`config.mk`:
```
export PLATFORM = sky130hd
export DESIGN_NAME = piso_serializer_flat
export DESIGN_NICKNAME = d
export VERILOG_FILES = /design/src/rtl/piso_serializer_if.sv /design/src/rtl/piso_serializer.sv /design/src/flat_wrapper.sv
export SDC_FILE = /design/constraint.sdc
export NUM_CORES = 1
export LEC_CHECK = 0
export CORE_UTILIZATION = 50
export DETAILED_ROUTE_END_ITERATION = 8
export DONT_BUFFER_PORTS = 1
export GPL_TIMING_DRIVEN = 0
export PLACE_DENSITY = 0.74
export RECOVER_POWER = 50
export SYNTH_ARGS = -nofsm -noshare
export SYNTH_HDL_FRONTEND = slang
export SYNTH_SLANG_ARGS = --single-unit
```
`constraint.sdc`:
```
create_clock -name clk -period 2.02 [get_ports clk]
set_input_delay 0.404 -clock clk [delete_from_list [all_inputs] [get_ports clk]]
set_output_delay 0.404 -clock clk [all_outputs]
set_load 0.02 [all_outputs]
```
`src/rtl/piso_serializer_if.sv`:
```
// Load and serial-stream handshake bundle for the PISO serializer.
// The master side supplies words and consumes bits; the slave side is the serializer.
interface piso_serializer_if #(
    parameter int WIDTH = 8
);
    logic             load_valid;
    logic [WIDTH-1:0] load_data;
    logic             load_ready;
    logic             ser_out;
    logic             ser_valid;
    logic             ser_last;
    logic             ser_ready;

    modport master (
        output load_valid,
        output load_data,
        output ser_ready,
        input  load_ready,
        input  ser_out,
        input  ser_valid,
        input  ser_last
    );

    modport slave (
        input  load_valid,
        input  load_data,
        input  ser_ready,
        output load_ready,
        output ser_out,
        output ser_valid,
        output ser_last
    );
endinterface

```
`src/rtl/piso_serializer.sv`:
```
// Parallel-in serial-out transmitter with a one-word holding register so that
// consecutive words stream out with no idle cycles between them.
module piso_serializer #(
    parameter int WIDTH     = 8,
    parameter bit MSB_FIRST = 1'b1
) (
    input logic               clk,
    input logic               rst,
    piso_serializer_if.slave  bus
);
    localparam int CNT_W = (WIDTH > 2) ? $clog2(WIDTH) : 1;
    localparam logic [CNT_W-1:0] CNT_ZERO = {CNT_W{1'b0}};
    localparam logic [CNT_W-1:0] CNT_ONE  = CNT_W'(32'd1);
    localparam logic [CNT_W-1:0] CNT_LAST = CNT_W'(WIDTH - 1);
    localparam logic [WIDTH-1:0] SH_ZERO  = {WIDTH{1'b0}};

    typedef enum logic {
        ST_IDLE  = 1'b0,
        ST_SHIFT = 1'b1
    } state_t;

    state_t           state_r;
    state_t           state_nxt_s;
    logic [WIDTH-1:0] sh_r;
    logic [WIDTH-1:0] sh_nxt_s;
    logic [CNT_W-1:0] cnt_r;
    logic [CNT_W-1:0] cnt_nxt_s;
    logic [WIDTH-1:0] hold_r;
    logic [WIDTH-1:0] hold_nxt_s;
    logic             hold_full_r;
    logic             hold_full_nxt_s;

    logic             load_fire_s;
    logic             xfer_s;
    logic             last_xfer_s;
    logic             ser_valid_s;
    logic             ser_out_s;
    logic             ser_last_s;
    logic             load_ready_s;

    // Move every bit one place toward the output end, filling with zero.
    function automatic logic [WIDTH-1:0] shift_toward_out(input logic [WIDTH-1:0] v);
        if (MSB_FIRST) begin
            return {v[WIDTH-2:0], 1'b0};
        end else begin
            return {1'b0, v[WIDTH-1:1]};
        end
    endfunction

    function automatic logic out_bit(input logic [WIDTH-1:0] v);
        if (MSB_FIRST) begin
            return v[WIDTH-1];
        end else begin
            return v[0];
        end
    endfunction

    assign load_fire_s = bus.load_valid && load_ready_s;
    assign xfer_s      = ser_valid_s && bus.ser_ready;
    assign last_xfer_s = xfer_s && ser_last_s;

    // State register.
    always_ff @(posedge clk) begin
        if (rst) begin
            state_r <= ST_IDLE;
        end else begin
            state_r <= state_nxt_s;
        end
    end

    // Next-state logic: leave SHIFT only when the last bit goes with nothing queued behind it.
    always_comb begin
        state_nxt_s = state_r;
        case (state_r)
            ST_IDLE: begin
                if (load_fire_s) begin
                    state_nxt_s = ST_SHIFT;
                end else begin
                    state_nxt_s = ST_IDLE;
                end
            end
            ST_SHIFT: begin
                if (last_xfer_s && !hold_full_r && !load_fire_s) begin
                    state_nxt_s = ST_IDLE;
                end else begin
                    state_nxt_s = ST_SHIFT;
                end
            end
            default: begin
                state_nxt_s = ST_IDLE;
            end
        endcase
    end

    // Outputs decode registered state only; load_ready also gates on rst.
    always_comb begin
        ser_valid_s  = (state_r == ST_SHIFT);
        ser_out_s    = 1'b0;
        ser_last_s   = 1'b0;
        load_ready_s = !hold_full_r && !rst;
        if (ser_valid_s) begin
            ser_out_s  = out_bit(sh_r);
            ser_last_s = (cnt_r == CNT_LAST);
        end else begin
            ser_out_s  = 1'b0;
            ser_last_s = 1'b0;
        end
    end

    assign bus.ser_valid  = ser_valid_s;
    assign bus.ser_out    = ser_out_s;
    assign bus.ser_last   = ser_last_s;
    assign bus.load_ready = load_ready_s;

    // Datapath next values: shifter, bit counter and holding register.
    always_comb begin
        sh_nxt_s        = sh_r;
        cnt_nxt_s       = cnt_r;
        hold_nxt_s      = hold_r;
        hold_full_nxt_s = hold_full_r;
        case (state_r)
            ST_IDLE: begin
                if (load_fire_s) begin
                    sh_nxt_s  = bus.load_data;
                    cnt_nxt_s = CNT_ZERO;
                end else begin
                    sh_nxt_s  = sh_r;
                    cnt_nxt_s = cnt_r;
                end
            end
            ST_SHIFT: begin
                if (last_xfer_s) begin
                    // A held word takes precedence; load_ready is low whenever hold is full.
                    if (hold_full_r) begin
                        sh_nxt_s        = hold_r;
                        cnt_nxt_s       = CNT_ZERO;
                        hold_full_nxt_s = 1'b0;
                    end else if (load_fire_s) begin
                        sh_nxt_s  = bus.load_data;
                        cnt_nxt_s = CNT_ZERO;
                    end else begin
                        sh_nxt_s  = SH_ZERO;
                        cnt_nxt_s = CNT_ZERO;
                    end
                end else begin
                    if (xfer_s) begin
                        sh_nxt_s  = shift_toward_out(sh_r);
                        cnt_nxt_s = cnt_r + CNT_ONE;
                    end else begin
                        sh_nxt_s  = sh_r;
                        cnt_nxt_s = cnt_r;
                    end
                    if (load_fire_s) begin
                        hold_nxt_s      = bus.load_data;
                        hold_full_nxt_s = 1'b1;
                    end else begin
                        hold_nxt_s      = hold_r;
                        hold_full_nxt_s = hold_full_r;
                    end
                end
            end
            default: begin
                sh_nxt_s        = SH_ZERO;
                cnt_nxt_s       = CNT_ZERO;
                hold_nxt_s      = SH_ZERO;
                hold_full_nxt_s = 1'b0;
            end
        endcase
    end

    // Datapath registers; reset discards both the in-flight and the held word.
    always_ff @(posedge clk) begin
        if (rst) begin
            sh_r        <= SH_ZERO;
            cnt_r       <= CNT_ZERO;
            hold_r      <= SH_ZERO;
            hold_full_r <= 1'b0;
        end else begin
            sh_r        <= sh_nxt_s;
            cnt_r       <= cnt_nxt_s;
            hold_r      <= hold_nxt_s;
            hold_full_r <= hold_full_nxt_s;
        end
    end
endmodule

```
`src/flat_wrapper.sv`:
```
// flat-port wrapper written by rule: the top's interface ports become plain ports
module piso_serializer_flat 
#(
    parameter int WIDTH     = 8,
    parameter bit MSB_FIRST = 1'b1
)
  (clk, rst, bus_load_valid, bus_load_data, bus_ser_ready, bus_load_ready, bus_ser_out, bus_ser_valid, bus_ser_last);
  piso_serializer_if #(.WIDTH(WIDTH)) bus_i ();
  input logic clk;
  input logic rst;
  input wire logic [$bits(bus_i.load_valid)-1:0] bus_load_valid;
  input wire logic [$bits(bus_i.load_data)-1:0] bus_load_data;
  input wire logic [$bits(bus_i.ser_ready)-1:0] bus_ser_ready;
  output wire logic [$bits(bus_i.load_ready)-1:0] bus_load_ready;
  output wire logic [$bits(bus_i.ser_out)-1:0] bus_ser_out;
  output wire logic [$bits(bus_i.ser_valid)-1:0] bus_ser_valid;
  output wire logic [$bits(bus_i.ser_last)-1:0] bus_ser_last;
  assign bus_i.load_valid = bus_load_valid;
  assign bus_i.load_data = bus_load_data;
  assign bus_i.ser_ready = bus_ser_ready;
  assign bus_load_ready = bus_i.load_ready;
  assign bus_ser_out = bus_i.ser_out;
  assign bus_ser_valid = bus_i.ser_valid;
  assign bus_ser_last = bus_i.ser_last;
  piso_serializer #(.WIDTH(WIDTH), .MSB_FIRST(MSB_FIRST)) u_core (.clk(clk), .rst(rst), .bus(bus_i));
endmodule
```
==> impl_metrics.py <==
metrics = {
    "sta": {
        "min_period_ps": 1920,
        "rsz0062_at_grt": "no",
        "fin_tns_setup_ps": 0,
        "drv_slew": 0,
        "post-route-period-util_pct": 95.3,
        "setup_violations": 0,
        "relSlewSlack_pct": 64.9,
        "worst_pin_slew_ps": 525,
        "setup_slack_ps": 95.4,
        "clock.fmax_mhz": 520,
        "fin_worst_skew_ps": 1.79,
        "hold_violations": 0,
    },
    "place": {
        "port_buffers": 0,
        "dp_slack_ps": 123,
        "dpl_cell_area_um2": 1210,
        "hpwl_um": 2030,
        "place_congestion": 0.806,
    },
    "synthesis": {
        "syn_area_per_cell_um2": 8.54,
        "ys_seq_area_share_pct": 35.7,
        "synth_adder_area_share_pct": 2.12,
        "syn_area_um2": 1180,
        "syn_nets": 152,
        "netlist_instances": 138,
        "synthMuxAreaShare_pct": 0,
        "synth_warnings": 0,
        "synth-xor-area-share_pct": 0,
        "synth_compound_area_share_pct": 28.5,
        "ys_seq_elements": 21,
        "synth-edff-count": 0,
        "synth_top_family_by_area": "compound AO/OA/AOI/OAI gates",
        "synthArstFlopShare_pct": 0,
        "yosys.area_share.simple_pct": 27.8,
        "synthFlopType": "dfxtp_1",
        "ys_types": 34,
    },
    "floorplan": {
        "initial_core_util_pct": 53.3,
        "io_pins": 16,
        "die_h_um": 50.6,
        "rows": 17,
        "die-width_um": 50.6,
        "coreArea_um2": 2210,
        "die-area_um2": 2560,
    },
    "worst_hold_path": {
        "worstHoldEndpoint": "u_core.hold_r[1]",
        "hp-class": "input port to flop",
        "hp-start": "bus_load_data[1]",
        "timing.hold.worst_path_depth": 2,
    },
    "setup_path": {
        "crit_path_start": "u_core.cnt_r[0]",
        "start_kind": "flop",
        "worstPathArrival_ps": 1520,
        "ff2ff_path_depth": 5,
        "worstPathRequired_ps": 1620,
        "critPathMaxFanout": 10,
        "crit_path_end_kind": "primary output",
        "reg2reg_from": "u_core.bus.ser_valid",
        "ff2ff_setup_slack_ps": 310,
        "worstReg2RegEnd": "u_core.sh_r[2]",
        "critPathKind": "flop to primary output",
    },
    "detailed_routing": {
        "dr.pass1.iters": 4,
        "vias": 1064,
        "wl_per_cell_um": 16.6,
        "initialDrtViolationCount": 22,
        "postRouteWirelength_um": 2810,
        "drc": 0,
        "ant_nets": 0,
        "vias_per_cell": 6.30,
    },
    "power": {
        "finalPower_w": 0.000802,
        "vdd_ir_drop_max_uv": 427,
        "power_leakage_nw": 0.407,
        "p_per_area_nw_per_um2": 647,
    },
    "clocking": {
        "cts_hold_buf": 0,
        "worst_skew_pair.late_latency_ps": 320,
        "cts_tree": "done",
        "path_clk_slew_ps": 120,
        "cts_made_buffers": 3,
        "root_buffer": "clkbuf_4",
        "clock-sinks": 21,
        "clk_path_buf_depth": 2,
        "cts.htree.levels": 1,
    },
    "run": {
        "cap_viol_max_count": 0,
    },
    "global_routing": {
        "grt-ovfl-total": 0,
        "grt_pass1_wl_um": 4970,
        "first_global_vias": 1060,
        "grt_use_total_pct": 26.5,
        "grt_max_degree": 20,
        "antenna_found_initial": 0,
    },
    "cells_and_area": {
        "drive_gt1_share_pct": 12.1,
        "antenna_cells": 0,
        "areaGrowthSynthToFinish_pct": 5.20,
        "fin_nets": 156,
        "fin_area_um2": 1240,
    },
    "run_status": {
        "outcome": "complete, no violations",
    },
}
==> cells by family after synthesis <==
logic type | count (synthesis)
buf+inv | 14
fa+ha+maj | 2
compound gates | 55
simple gates | 46
flops | 21
==> how the worst max path moves through the flow <==
stage / to / slack (ps)
2_1_floorplan: u_core.hold_r[1] / 470
3_3_place_gp: u_core.hold_r[3] / 210
3_5_place_dp: u_core.hold_r[5] / 120
4_1_cts: bus_ser_last / 40
5_1_grt: bus_ser_last / 20
6_report: bus_ser_last / 100
==> routing by layer <==
metal	share of wire (%)	vias up	track usage [%]	routed length, um
met3	5.3	5	5.15	149
met4	1.9	0	11.6	52
met5	0	-	0	0
met1	46	497	34.8	1290
li1	-	535	-	-
met2	47	27	42.0	1310
==> area by class of cell <==
class	instances	area (um2)
well taps	28	35.0
clock buffers	3	22.5
multi-input cells	103	689
plain buffers	13	67.6
fillers	231	972
flip-flops and latches	21	420
clock inverters	1	5.00
==> what timing repair did <==
item / CTS / global route
endpoints found under the hold margin: 0 / 0
setup endpoints to repair: 2 / 10
gates resized for setup: 0 / 4
setup buffers: 0 / 0
==> Yosys cell counts (all sizes together) (3+ instances only) <==
| master | instances | area share [%] |
|---|---|---|
| o21ai | 24 | 10 |
| dfxtp | 21 | 36 |
| a21oi | 11 | 4.7 |
| nand3 | 11 | 4.7 |
| a21boi | 8 | 5.1 |
| nor3 | 8 | 3.4 |
| a311oi | 7 | 5.2 |
| and4 | 7 | 5.2 |
| buf | 7 | 3.7 |
| clkbuf | 7 | 2.2 |
| nand2 | 4 | 1.9 |
| and2 | 3 | 1.6 |
| nor2 | 3 | 0.96 |
==> registers in the layout (all words and copies together) (netlist names) <==
register,count
u_core.bus.ser_valid,1
u_core.hold_full_r,1
u_core.cnt_r,3
u_core.sh_r,8
u_core.hold_r,8
==> report_power, final <==
part / switching, W / total [W] / internal [W]
Clock: 0.000140 / 0.000214 / 0.0000743
Combinational: 0.0000827 / 0.000137 / 0.0000540
Sequential: 0.0000137 / 0.000452 / 0.000438
==> metrics by stage <==
| step | util (%) | cells | hold slack [ps] |
|---|---|---|---|
| after floorplan | - | 138 | 447 |
| after CTS | 55.9 | 169 | 196 |
| final | 56.1 | 169 | 211 |
| after global placement | 54.9 | 166 | 457 |
| after detailed placement | 54.9 | 166 | 466 |
| after global routing | 56.1 | 169 | 208 |
==> worst max-delay path, stage by stage, from the launching register on <==
cell and delay, ps:
dfxtp_1 350, ha_1 200, ha_1 220, buf_4 190, and2_2 240
==> layout by cell type, fill, tap and decap left out, drive strengths merged <==
cell type and instances:
a22oi 1, a31oi 1, nand4 1, buf 6
nor2 3, nand4bb 1, ha 2, o21ai 24
nand3b 1, a21boi 8, or4b 1, or3b 1
nand2b 1, nor3b 1, nor3 8, nand2 4
clkbuf 10, a21o 1, and2 3, and4 7
a21oi 11, a21bo 1, a311oi 7, nand3 11
clkinv 1, and4bb 1, nor4b 1, nor4bb 1
a211oi 1, dfxtp 21
No activity file was read; power rests on OpenSTA's default activity.
